--- src/rtl/cordic_vectoring_pkg.sv ---
// Shared definitions for the vectoring-mode CORDIC.
//  - FSM state encodings (plain logic constants so older tools can use them).
//  - atan_base(): arctangent table for micro-rotation i. Angles use a scale
//    of 2^19 counts per pi, which is D_WIDTH+GUARD at the defaults. Other
//    configurations rescale this table inside the ROM.
//  - k_gain(): CORDIC gain compensation 0.6072529350 * 2^(dw-1), rounded.
package cordic_vectoring_pkg;

  localparam int ATAN_SCALE_BITS = 19;

  typedef logic [2:0] state_t;

  localparam logic [2:0] S_IDLE  = 3'd0;
  localparam logic [2:0] S_PRE   = 3'd1;
  localparam logic [2:0] S_ITER  = 3'd2;
  localparam logic [2:0] S_SCALE = 3'd3;
  localparam logic [2:0] S_DONE  = 3'd4;

  // round(atan(2^-i) * 2^19 / pi)
  function automatic int atan_base(input int i);
    case (i)
      0:  return 131072;
      1:  return 77376;
      2:  return 40884;
      3:  return 20753;
      4:  return 10417;
      5:  return 5213;
      6:  return 2607;
      7:  return 1304;
      8:  return 652;
      9:  return 326;
      10: return 163;
      11: return 81;
      12: return 41;
      13: return 20;
      14: return 10;
      15: return 5;
      16: return 3;
      17: return 1;
      18: return 1;
      default: return 0;
    endcase
  endfunction

  function automatic int k_gain(input int dw);
    return int'(0.6072529350 * (2.0 ** (dw - 1)));
  endfunction

endpackage

--- src/rtl/cordic_vectoring_if.sv ---
// Handshake bundle for the vectoring CORDIC.
//  in_valid/in_ready/x_in/y_in : input sample handshake (master drives valid+data)
//  out_valid/out_ready         : result handshake (slave drives valid)
//  z_out                       : signed angle, pi = 2^D_WIDTH
//  mag_out                     : unsigned gain-compensated magnitude
interface cordic_vectoring_if #(
  parameter int D_WIDTH = 16
);
  logic                      in_valid;
  logic                      in_ready;
  logic signed [D_WIDTH-1:0] x_in;
  logic signed [D_WIDTH-1:0] y_in;
  logic                      out_valid;
  logic                      out_ready;
  logic signed [D_WIDTH+1:0] z_out;
  logic        [D_WIDTH-1:0] mag_out;

  modport master (
    output in_valid, x_in, y_in, out_ready,
    input  in_ready, out_valid, z_out, mag_out
  );

  modport slave (
    input  in_valid, x_in, y_in, out_ready,
    output in_ready, out_valid, z_out, mag_out
  );
endinterface

--- src/rtl/cordic_vectoring_atan_rom.sv ---
// Combinational arctangent lookup for micro-rotation index i_idx.
//  i_idx  : iteration index
//  o_atan : atan(2^-i) in internal angle units (pi = 2^(D_WIDTH+GUARD))
module cordic_vectoring_atan_rom
  import cordic_vectoring_pkg::*;
#(
  parameter int D_WIDTH = 16,
  parameter int GUARD   = 3,
  parameter int IDX_W   = 4,
  parameter int Z_W     = D_WIDTH + 2 + GUARD
) (
  input  logic        [IDX_W-1:0] i_idx,
  output logic signed [Z_W-1:0]   o_atan
);

  // Base table is at 2^19 per pi; shift to the configured angle scale.
  localparam int SH     = D_WIDTH + GUARD - ATAN_SCALE_BITS;
  localparam int SH_NEG = (SH < 0) ? -SH : 0;
  localparam int SH_POS = (SH > 0) ? SH : 0;
  localparam int SH_RND = (SH < 0) ? (-SH - 1) : 0;

  function automatic longint scaled(input int idx);
    longint b;
    b = longint'(atan_base(idx));
    if (SH >= 0) return b <<< SH_POS;
    return (b + (longint'(1) <<< SH_RND)) >>> SH_NEG;
  endfunction

  always_comb begin
    o_atan = Z_W'(scaled(int'(i_idx)));
  end

endmodule

--- src/rtl/cordic_vectoring.sv ---
// Vectoring-mode CORDIC: converts (x,y) to angle atan2(y,x) and magnitude.
// One micro-rotation per clock; single sample in flight.
//  clk   : clock, rising edge
//  rst_n : asynchronous active-low reset
//  bus   : slave side of cordic_vectoring_if
//          in_valid/in_ready/x_in/y_in   sample input
//          out_valid/out_ready           result handshake, result held until accepted
//          z_out   signed angle, LSB pi/2^D_WIDTH, range (-pi, +pi]
//          mag_out unsigned magnitude, LSB 2^-(D_WIDTH-1), saturating
module cordic_vectoring
  import cordic_vectoring_pkg::*;
#(
  parameter int D_WIDTH = 16,
  parameter int ITERS   = D_WIDTH - 1,
  parameter int GUARD   = 3
) (
  input logic              clk,
  input logic              rst_n,
  cordic_vectoring_if.slave bus
);

  localparam int W       = D_WIDTH + 2 + GUARD;   // internal x/y/z width
  localparam int Z_OUT_W = D_WIDTH + 2;
  localparam int IDX_W   = (ITERS > 1) ? $clog2(ITERS) : 1;
  localparam int K_W     = D_WIDTH + 1;
  localparam int P_W     = W + K_W;
  localparam int MAG_SH  = D_WIDTH - 1 + GUARD;

  localparam logic signed [K_W-1:0] K_GAIN   = K_W'(k_gain(D_WIDTH));
  localparam logic signed [P_W-1:0] MAG_HALF = P_W'(1) <<< (MAG_SH - 1);
  localparam logic signed [P_W-1:0] MAG_MAX  = {{(P_W-D_WIDTH){1'b0}}, {D_WIDTH{1'b1}}};
  localparam logic signed [W-1:0]   Z_HALF   = W'(1) <<< (GUARD - 1);
  localparam logic signed [W-1:0]   Z_MAX    = W'(1) <<< D_WIDTH;
  localparam logic signed [W-1:0]   Z_MIN    = W'(1) - Z_MAX;
  localparam logic signed [W-1:0]   Z_QUAD   = W'(1) <<< (D_WIDTH - 1 + GUARD);

  // Round half-up, drop the guard/gain fraction, clamp to the unsigned range.
  function automatic logic [D_WIDTH-1:0] sat_mag(input logic signed [P_W-1:0] p);
    logic signed [P_W-1:0] r;
    r = (p + MAG_HALF) >>> MAG_SH;
    if (r < 0)       return '0;
    if (r > MAG_MAX) return '1;
    return r[D_WIDTH-1:0];
  endfunction

  // Round half-up out of the guard bits; keep the result inside (-pi, +pi].
  function automatic logic signed [Z_OUT_W-1:0] round_z(input logic signed [W-1:0] z);
    logic signed [W-1:0] r;
    r = (z + Z_HALF) >>> GUARD;
    if (r > Z_MAX) r = Z_MAX;
    if (r < Z_MIN) r = Z_MIN;
    return r[Z_OUT_W-1:0];
  endfunction

  state_t                     r_state;
  logic        [IDX_W-1:0]    r_iter;
  logic                       r_in_ready;
  logic                       r_out_valid;
  logic signed [Z_OUT_W-1:0]  r_z_out;
  logic        [D_WIDTH-1:0]  r_mag_out;

  logic signed [W-1:0]        r_x;
  logic signed [W-1:0]        r_y;
  logic signed [W-1:0]        r_z;
  logic                       r_zero;

  logic signed [W-1:0]        w_x_sh;
  logic signed [W-1:0]        w_y_sh;
  logic signed [W-1:0]        w_atan;
  logic signed [P_W-1:0]      w_prod;
  logic                       w_last;
  logic signed [W-1:0]        w_x_ext;
  logic signed [W-1:0]        w_y_ext;

  assign w_x_ext = {{2{bus.x_in[D_WIDTH-1]}}, bus.x_in, {GUARD{1'b0}}};
  assign w_y_ext = {{2{bus.y_in[D_WIDTH-1]}}, bus.y_in, {GUARD{1'b0}}};
  assign w_x_sh  = r_x >>> r_iter;
  assign w_y_sh  = r_y >>> r_iter;
  assign w_prod  = P_W'(r_x) * P_W'(K_GAIN);
  assign w_last  = (r_iter == IDX_W'(ITERS - 1));

  cordic_vectoring_atan_rom #(
    .D_WIDTH (D_WIDTH),
    .GUARD   (GUARD),
    .IDX_W   (IDX_W),
    .Z_W     (W)
  ) u_atan_rom (
    .i_idx  (r_iter),
    .o_atan (w_atan)
  );

  assign bus.in_ready  = r_in_ready;
  assign bus.out_valid = r_out_valid;
  assign bus.z_out     = r_z_out;
  assign bus.mag_out   = r_mag_out;

  // Control and output registers
  always_ff @(posedge clk or negedge rst_n) begin
    if (!rst_n) begin
      r_state     <= S_IDLE;
      r_iter      <= '0;
      r_in_ready  <= 1'b1;
      r_out_valid <= 1'b0;
      r_z_out     <= '0;
      r_mag_out   <= '0;
    end else begin
      case (r_state)
        S_IDLE: begin
          if (bus.in_valid) begin
            r_state    <= S_PRE;
            r_in_ready <= 1'b0;
          end
        end
        S_PRE: begin
          r_state <= S_ITER;
          r_iter  <= '0;
        end
        S_ITER: begin
          if (w_last) r_state <= S_SCALE;
          else        r_iter  <= r_iter + 1'b1;
        end
        S_SCALE: begin
          // (0,0) would otherwise accumulate every table angle on the d=-1 path.
          r_z_out     <= r_zero ? '0 : round_z(r_z);
          r_mag_out   <= sat_mag(w_prod);
          r_out_valid <= 1'b1;
          r_state     <= S_DONE;
        end
        S_DONE: begin
          if (bus.out_ready) begin
            r_out_valid <= 1'b0;
            r_in_ready  <= 1'b1;
            r_state     <= S_IDLE;
          end
        end
        default: begin
          r_state     <= S_IDLE;
          r_in_ready  <= 1'b1;
          r_out_valid <= 1'b0;
        end
      endcase
    end
  end

  // Datapath registers
  always_ff @(posedge clk) begin
    case (r_state)
      S_IDLE: begin
        if (bus.in_valid) begin
          r_x    <= w_x_ext;
          r_y    <= w_y_ext;
          r_z    <= '0;
          r_zero <= (bus.x_in == '0) && (bus.y_in == '0);
        end
      end
      S_PRE: begin
        // Fold left half-plane into the right so iterations only cover +-pi/2.
        // y==0 with x<0 takes the +pi/2 branch, giving +pi rather than -pi.
        if (r_x < 0) begin
          if (r_y >= 0) begin
            r_x <= r_y;
            r_y <= -r_x;
            r_z <= Z_QUAD;
          end else begin
            r_x <= -r_y;
            r_y <= r_x;
            r_z <= -Z_QUAD;
          end
        end
      end
      S_ITER: begin
        if (r_y < 0) begin
          r_x <= r_x - w_y_sh;
          r_y <= r_y + w_x_sh;
          r_z <= r_z - w_atan;
        end else begin
          r_x <= r_x + w_y_sh;
          r_y <= r_y - w_x_sh;
          r_z <= r_z + w_atan;
        end
      end
      default: begin
      end
    endcase
  end

endmodule
--- src/flat_wrapper.sv ---
// flat-port wrapper written by rule: the top's interface ports become plain ports
module cordic_vectoring_flat import cordic_vectoring_pkg::*;
#(
  parameter int D_WIDTH = 16,
  parameter int ITERS   = D_WIDTH - 1,
  parameter int GUARD   = 3
)
  (clk, rst_n, bus_in_valid, bus_x_in, bus_y_in, bus_out_ready, bus_in_ready, bus_out_valid, bus_z_out, bus_mag_out);
  cordic_vectoring_if #(.D_WIDTH(D_WIDTH)) bus_i ();
  input logic clk;
  input logic rst_n;
  input wire logic [$bits(bus_i.in_valid)-1:0] bus_in_valid;
  input wire logic [$bits(bus_i.x_in)-1:0] bus_x_in;
  input wire logic [$bits(bus_i.y_in)-1:0] bus_y_in;
  input wire logic [$bits(bus_i.out_ready)-1:0] bus_out_ready;
  output wire logic [$bits(bus_i.in_ready)-1:0] bus_in_ready;
  output wire logic [$bits(bus_i.out_valid)-1:0] bus_out_valid;
  output wire logic [$bits(bus_i.z_out)-1:0] bus_z_out;
  output wire logic [$bits(bus_i.mag_out)-1:0] bus_mag_out;
  assign bus_i.in_valid = bus_in_valid;
  assign bus_i.x_in = bus_x_in;
  assign bus_i.y_in = bus_y_in;
  assign bus_i.out_ready = bus_out_ready;
  assign bus_in_ready = bus_i.in_ready;
  assign bus_out_valid = bus_i.out_valid;
  assign bus_z_out = bus_i.z_out;
  assign bus_mag_out = bus_i.mag_out;
  cordic_vectoring #(.D_WIDTH(D_WIDTH), .ITERS(ITERS), .GUARD(GUARD)) u_core (.clk(clk), .rst_n(rst_n), .bus(bus_i));
endmodule
--- config.mk ---
export PLATFORM = sky130hd
export DESIGN_NAME = cordic_vectoring_flat
export DESIGN_NICKNAME = d
export VERILOG_FILES = /design/src/rtl/cordic_vectoring_pkg.sv /design/src/rtl/cordic_vectoring_if.sv /design/src/rtl/cordic_vectoring_atan_rom.sv /design/src/rtl/cordic_vectoring.sv /design/src/flat_wrapper.sv
export SDC_FILE = /design/constraint.sdc
export NUM_CORES = 1
export LEC_CHECK = 0
export ABC_AREA = 1
export CAP_MARGIN = 10
export CORE_ASPECT_RATIO = 1.4
export CORE_MARGIN = 4
export CORE_UTILIZATION = 30
export CTS_CLUSTER_SIZE = 8
export DETAILED_ROUTE_END_ITERATION = 12
export DONT_BUFFER_PORTS = 1
export PLACE_DENSITY = 0.52
export REMOVE_ABC_BUFFERS = 1
export SYNTH_ARGS = -nofsm -noshare
export SYNTH_HDL_FRONTEND = slang
export SYNTH_HIERARCHICAL = 1
export SYNTH_SLANG_ARGS = --single-unit
export TNS_END_PERCENT = 20
--- constraint.sdc ---
create_clock -name clk -period 17 [get_ports clk]
set_input_delay 0.85 -clock clk [delete_from_list [all_inputs] [get_ports clk]]
set_output_delay 0.85 -clock clk [all_outputs]
set_load 0.01 [all_outputs]
==> results.md, run 1 <==
* Synth Instances at between 2000 and 3000
* Final hold viol count at 0
* First-pass GRT wire length at 99000 um
* Post-CTS Resized at 0
* Worst path bufs/invs at 6
* Placeable Area at 64550 um2
* Post-synth EDFFs at 64
* Area fraction of the dominant cell type after synthesis at around 15%
* TritonCTS Sinks at approximately 110
* Total gr overflow at 0
* Most frequent cells in the layout: 717 x nand2_1, 463 x inv_1, 233 x ha_1, 217 x o21ai_0, 195 x nor2_1
* Cell Area, Synth at between 15000 and 20000 um2
* Vias in the first global route at between 15000 and 20000
* ANT nets after route at 0
* Slew @ Worst Pin at 1.091 ns
* Slew HR at between 20% and 30%
* Number of H-tree levels at 3
* Max stage delay on crit path at around 0.62 ns
* Post-synthesis sequential area ratio at between 15 and 20%
* HP Class: in2async
* Num CTS Buffers at 9
* Main synth FF type: edfxtp_1
* Final HPWL DP at between 50000 and 60000 um
* Max-slew violation count at 0
* Worst EP required at around 17 ns
* Setup-failing EPs final at 0
* Clock skew at ~0.015 ns
* Largest net degree at the start of global routing at 78
* Crit Path Max Fanout at 16
* Fmax at 0.1369 GHz
* Detailed Route WL at 62520 um
* Die width at between 200 and 250 um
* Area leader, netlist: ha_1
* Post-Route Utilization at about a third
* RSZ-0062 raised after global routing: false
* Top cells by area, synth: ha_1 15%, nand2_1 14%, fa_1 13%
* Area growth syn-to-layout at 5.932%
* N_diodes at 0
* Initial drt markers at around 1100
* CP Capture Type: register
* Worst-path clk slew at 0.10 ns
* Worst Path Arrival at about 7.6 ns
* Wirelength per Cell at ~17 um
* Type of element launching the critical path: register
* Die H at 310.5 um
* DRC viols at 0
* Share of layout cells above drive strength 1 at 3.684%
* Max-cap viol count at 0
* Library cells used by synthesis at between 60 and 70
* Post-synth ARST share at between 40% and 50%
* Slowest CP cell: edfxtp_1
* Commonest non-fill, non-tap cell in the layout: nand2_1
* CP most frequent cell: nand2_1
* # port buffers at 0
* Fin crit period at between 7 and 8 ns
* DR vias at ~18000
* Clk_lat worst skew at around 0.4 ns
* # Post-CTS Setup Buffers at 0
* Via/cell ratio at ~4.9
* Crit Path Category: reg2reg
* I/O Pins at between 70 and 80
* Die Area at 69590 um2
* Core Rows at 110
* Initial antenna violation count at 0
* Clock root cell: clkbuf_16
* Final Cycle Share at between 40% and 50%
* Placer congestion estimate at between 0.9 and 1
* Yosys reg bits at around 110
* Count of yosys warnings during synthesis at 6
* Setup TNS at 0 ns
* Max clock buf depth at 2
* # fillers at 7142
* Syn_area_per_cell at a little under 7 um2
* Hold buffers post-CTS at 0
* 1st-pass router iterations at 5
* Initial Util at between 30% and 40%
* CTS tree: yes
* CP top delay family: adder cells
* Global-route usage over all layers at between 10% and 20%
* Nets@finish at 3188
* Status: complete, no violations
==> sequential cells by signal, indices dropped and copies added, names as in the netlist <==
register              flops
u_core/r_x               21
u_core/r_y               21
u_core/r_z               21
u_core/bus.z_out         18
u_core/bus.mag_out       16
u_core/r_iter             4
u_core/r_state            3
u_core/bus.in_ready       1
u_core/bus.out_valid      1
u_core/r_zero             1
==> metrics by stage <==
stage | instance area (um2) | instances | hold WS, ns | setup WS [ns]
floorplan | 19270 | 2764 | 0.4877 | 9.417
global placement | 20460 | 3620 | 0.5181 | 9.699
detailed placement | 20460 | 3620 | 0.5110 | 9.672
CTS | 20780 | 3636 | 0.09686 | 9.649
global route | 20780 | 3636 | 0.1028 | 9.115
finish | 20780 | 3636 | 0.1244 | 9.697
==> logic make-up after synthesis <==
group	Yosys count	synth area share, %
mux	9	0.4593
flops	107	15.29
simple gates	1175	25.11
other cells	1	0.01912
xor+xnor	130	5.843
compound gates	498	14.33
fa+ha+maj	361	27.93
buf+inv	553	11.02
==> Yosys cell counts, drive strengths merged, types with 3 or more instances <==
cell type,n
a31oi,8
and3,3
a211oi,4
a21oi,150
o211ai,31
o21bai,11
nor3,43
a21o,9
and2,4
o21a,7
o21ai,236
a32o,9
fa,128
o221ai,7
xor2,95
nor4,12
or2,8
xnor2,35
o22ai,5
nor2,209
buf,32
nand3b,7
inv,479
nand4,20
nand3,129
a21boi,4
o31ai,7
nand2,737
mux2i,9
ha,233
edfxtp,64
clkbuf,40
dfrtp,42
o311ai,5
==> cell type report <==
| class | instances | area [um2] | share of cell area, % |
|---|---|---|---|
| clock buffers | 9 | 225.2 | 1.084 |
| inverters | 481 | 1805 | 8.690 |
| flip-flops and latches | 107 | 3000 | 14.44 |
| clock inverters | 7 | 93.84 | 0.4516 |
| well taps | 840 | 1051 | 5.058 |
| repair buffers | 16 | 120.1 | 0.5781 |
| multi-input cells | 2176 | 14480 | 69.70 |
==> worst paths after layout <==
| path | cells past startpoint | end | slack (ns) | startpoint |
|---|---|---|---|---|
| worst min register to register | 3 | u_core/bus.z_out[16] | 0.52 | u_core/r_zero |
| worst max register to register | 29 | u_core/bus.mag_out[0] | 9.70 | u_core/r_x[10] |
| max in group asynchronous | 0 | u_core/bus.in_ready | 16.68 | rst_n |
| worst max-delay path | 29 | u_core/bus.mag_out[0] | 9.70 | u_core/r_x[10] |
| min in group clk | 3 | u_core/bus.z_out[16] | 0.52 | u_core/r_zero |
| worst min-delay path | 0 | u_core/bus.mag_out[3] | 0.12 | rst_n |
==> metal layers <==
layer / part of all wire, % / vias up / GRT usage, %
met2: 53 / 349 / 34.05
met4: 2.9 / 0 / 5.690
met5: 0 / - / 0
li1: - / 9062 / -
met1: 41 / 8358 / 20.80
met3: 3.3 / 80 / 1.823
Power of run 1 is left out: the tool's default activity adds up to more than one toggle a clock period on the data nets, which glitch-free logic cannot reach.
==> run 2: changes to the inputs <==
PLACE_DENSITY = 0.53   (was 0.52)
clock period = 6.5 ns   (was 17 ns; I/O delays follow)
==> results.md, run 2 (same netlist as run 1, synthesis figures left out) <==
* Status: complete, no violations
* Detailed Route WL at 63010 um (+0.77%)
* Nets@finish at 3235 (+1.5%)
* TritonCTS Sinks at 107 (unchanged)
* Commonest non-fill, non-tap cell in the layout: nand2_1
* CP Capture Type: register
* Largest net degree at the start of global routing at 64 (-18%)
* Fin crit period at 6.191 ns (-1.113 ns)
* Max clock buf depth at 2 (unchanged)
* Placer congestion estimate at 0.9152 (+0.69%)
* DR vias at 18070 (+1.2%)
* Worst Path Arrival at 6.48 ns (-1.16 ns)
* # port buffers at 0 (unchanged)
* CTS tree: yes
* Crit Path Max Fanout at 6 (-10)
* Core Rows at 110 (unchanged)
* Crit Path Category: reg2reg
* Initial drt markers at 1056 (-1.2%)
* Max stage delay on crit path at 0.54 ns (-0.08 ns)
* Max-slew violation count at 0 (unchanged)
* Setup-failing EPs final at 0 (unchanged)
* Initial antenna violation count at 2 (+2)
* Worst path bufs/invs at 7 (+1)
* Die H at 310.5 um (unchanged)
* Placeable Area at 64550 um2 (unchanged)
* Die width at 224.1 um (unchanged)
* Clk_lat worst skew at 0.40 ns (about the same)
* Max-cap viol count at 0 (unchanged)
* HP Class: in2reg
* Vias in the first global route at 18526 (+2.0%)
* N_diodes at 0 (unchanged)
* CP top delay family: adder cells
* DRC viols at 0 (unchanged)
* Total gr overflow at 0 (unchanged)
* Final HPWL DP at 51950 um (+1.5%)
* ANT nets after route at 0 (unchanged)
* Fmax at 0.1615 GHz (+18%)
* Num CTS Buffers at 9 (unchanged)
* Final Cycle Share at 95.24% (+52 points)
* Worst slack, placed at 0.09589 ns (-9.576 ns)
* Worst-path clk slew at 0.09 ns (about the same)
* Final Worst Setup Slack at 0.3093 ns (-9.387 ns)
* I/O Pins at 72 (unchanged)
* Final hold viol count at 0 (unchanged)
* Type of element launching the critical path: register
* Worst EP required at 6.79 ns (-10.55 ns)
* Wirelength per Cell at 17.11 um (-0.52%)
* 1st-pass router iterations at 5 (unchanged)
* Die Area at 69590 um2 (unchanged)
* Slew @ Worst Pin at 0.9624 ns (-0.1281 ns)
* Number of H-tree levels at 3 (unchanged)
* Slew HR at 35.84% (+9.2 points)
* Area growth syn-to-layout at 9.148%
* Share of layout cells above drive strength 1 at 7.105% (+3.4 points)
* Most frequent cells in the layout: 707 x nand2_1, 460 x inv_1, 221 x ha_1, 215 x o21ai_0, 183 x nor2_1
* Clock root cell: clkbuf_16
* Regs by FF count: u_core/r_x x21, u_core/r_y x21, u_core/r_z x21
* First-pass GRT wire length at 98860 um (-0.14%)
* Initial Util at 30.39% (unchanged)
* Slowest CP cell: fa_1
* Via/cell ratio at 4.906 (about the same)
* Global-route usage over all layers at 17.94% (+0.043 points)
* Clock skew at 0.01294 ns (-0.002335 ns)
==> run 2: cell types whose count changed in the layout (fill, tap and decap cells not counted), sizes merged <==
cell and change:
buf +45, clkinv -1, dlygate4sd3 +1, inv +1, nand2 +1
==> run 2: area by class of cell <==
cell class | count | area (um2)
tap | 840 | 1051
clock buffer | 9 | 225.2
multi-input combinational | 2177 | 14750
fill | 6981 | 43140
inverter | 481 | 1805
sequential | 107 | 3000
timing repair buffer | 62 | 488.0
clock inverter | 7 | 88.84
==> run 2: worst paths after layout <==
path,start,to,slack [ns],cells after the start
min reg2reg,u_core/r_zero,u_core/bus.z_out[16],0.54,3
min,bus_out_ready,u_core/r_state[2],0.11,3
max,u_core/r_x[14],u_core/bus.mag_out[9],0.31,31
max reg2reg,u_core/r_x[14],u_core/bus.mag_out[9],0.31,31
min in group asynchronous,rst_n,u_core/bus.z_out[7],0.44,2
max in group asynchronous,rst_n,u_core/bus.in_ready,5.78,2
==> run 2: per-stage QoR <==
stage | area [um2] | hold WS [ns] | utilization [%] | instances | setup TNS (ns)
4_1_cts | 21100 | 0.09367 | 32.68 | 3676 | 0
5_1_grt | 21410 | 0.1223 | 33.17 | 3683 | -0.4052
6_report | 21410 | 0.1146 | 33.17 | 3683 | 0
2_1_floorplan | 19270 | 0.02941 | - | 2764 | -68.21
3_5_place_dp | 20740 | 0.03154 | 32.14 | 3658 | 0
3_3_place_gp | 20740 | 0.03140 | 32.14 | 3658 | 0
==> run 2: timing repair <==
item,in CTS,in global routing
endpoints found under the hold margin,43,0
gates resized for setup,0,66
buffers inserted,0,6
endpoints found under the setup margin,0,16
hold buffers,2,0
==> run 2: tightest hold or removal path: stages <==
cell and delay [ns]:
nor4_1 0.02, inv_1 0.08, nand2_1 0.05
==> run 2: per-layer routing <==
layer	vias to the layer above	global-route usage, %	share of wire, %	wire, um
li1	9167	-	-	-
met3	103	2.720	4.3	2733
met1	8460	20.14	39	24810
met5	-	0	0.043	27
met4	4	6.503	3.5	2201
met2	336	33.93	53	33230
Power of run 2 is left out for the same reason.
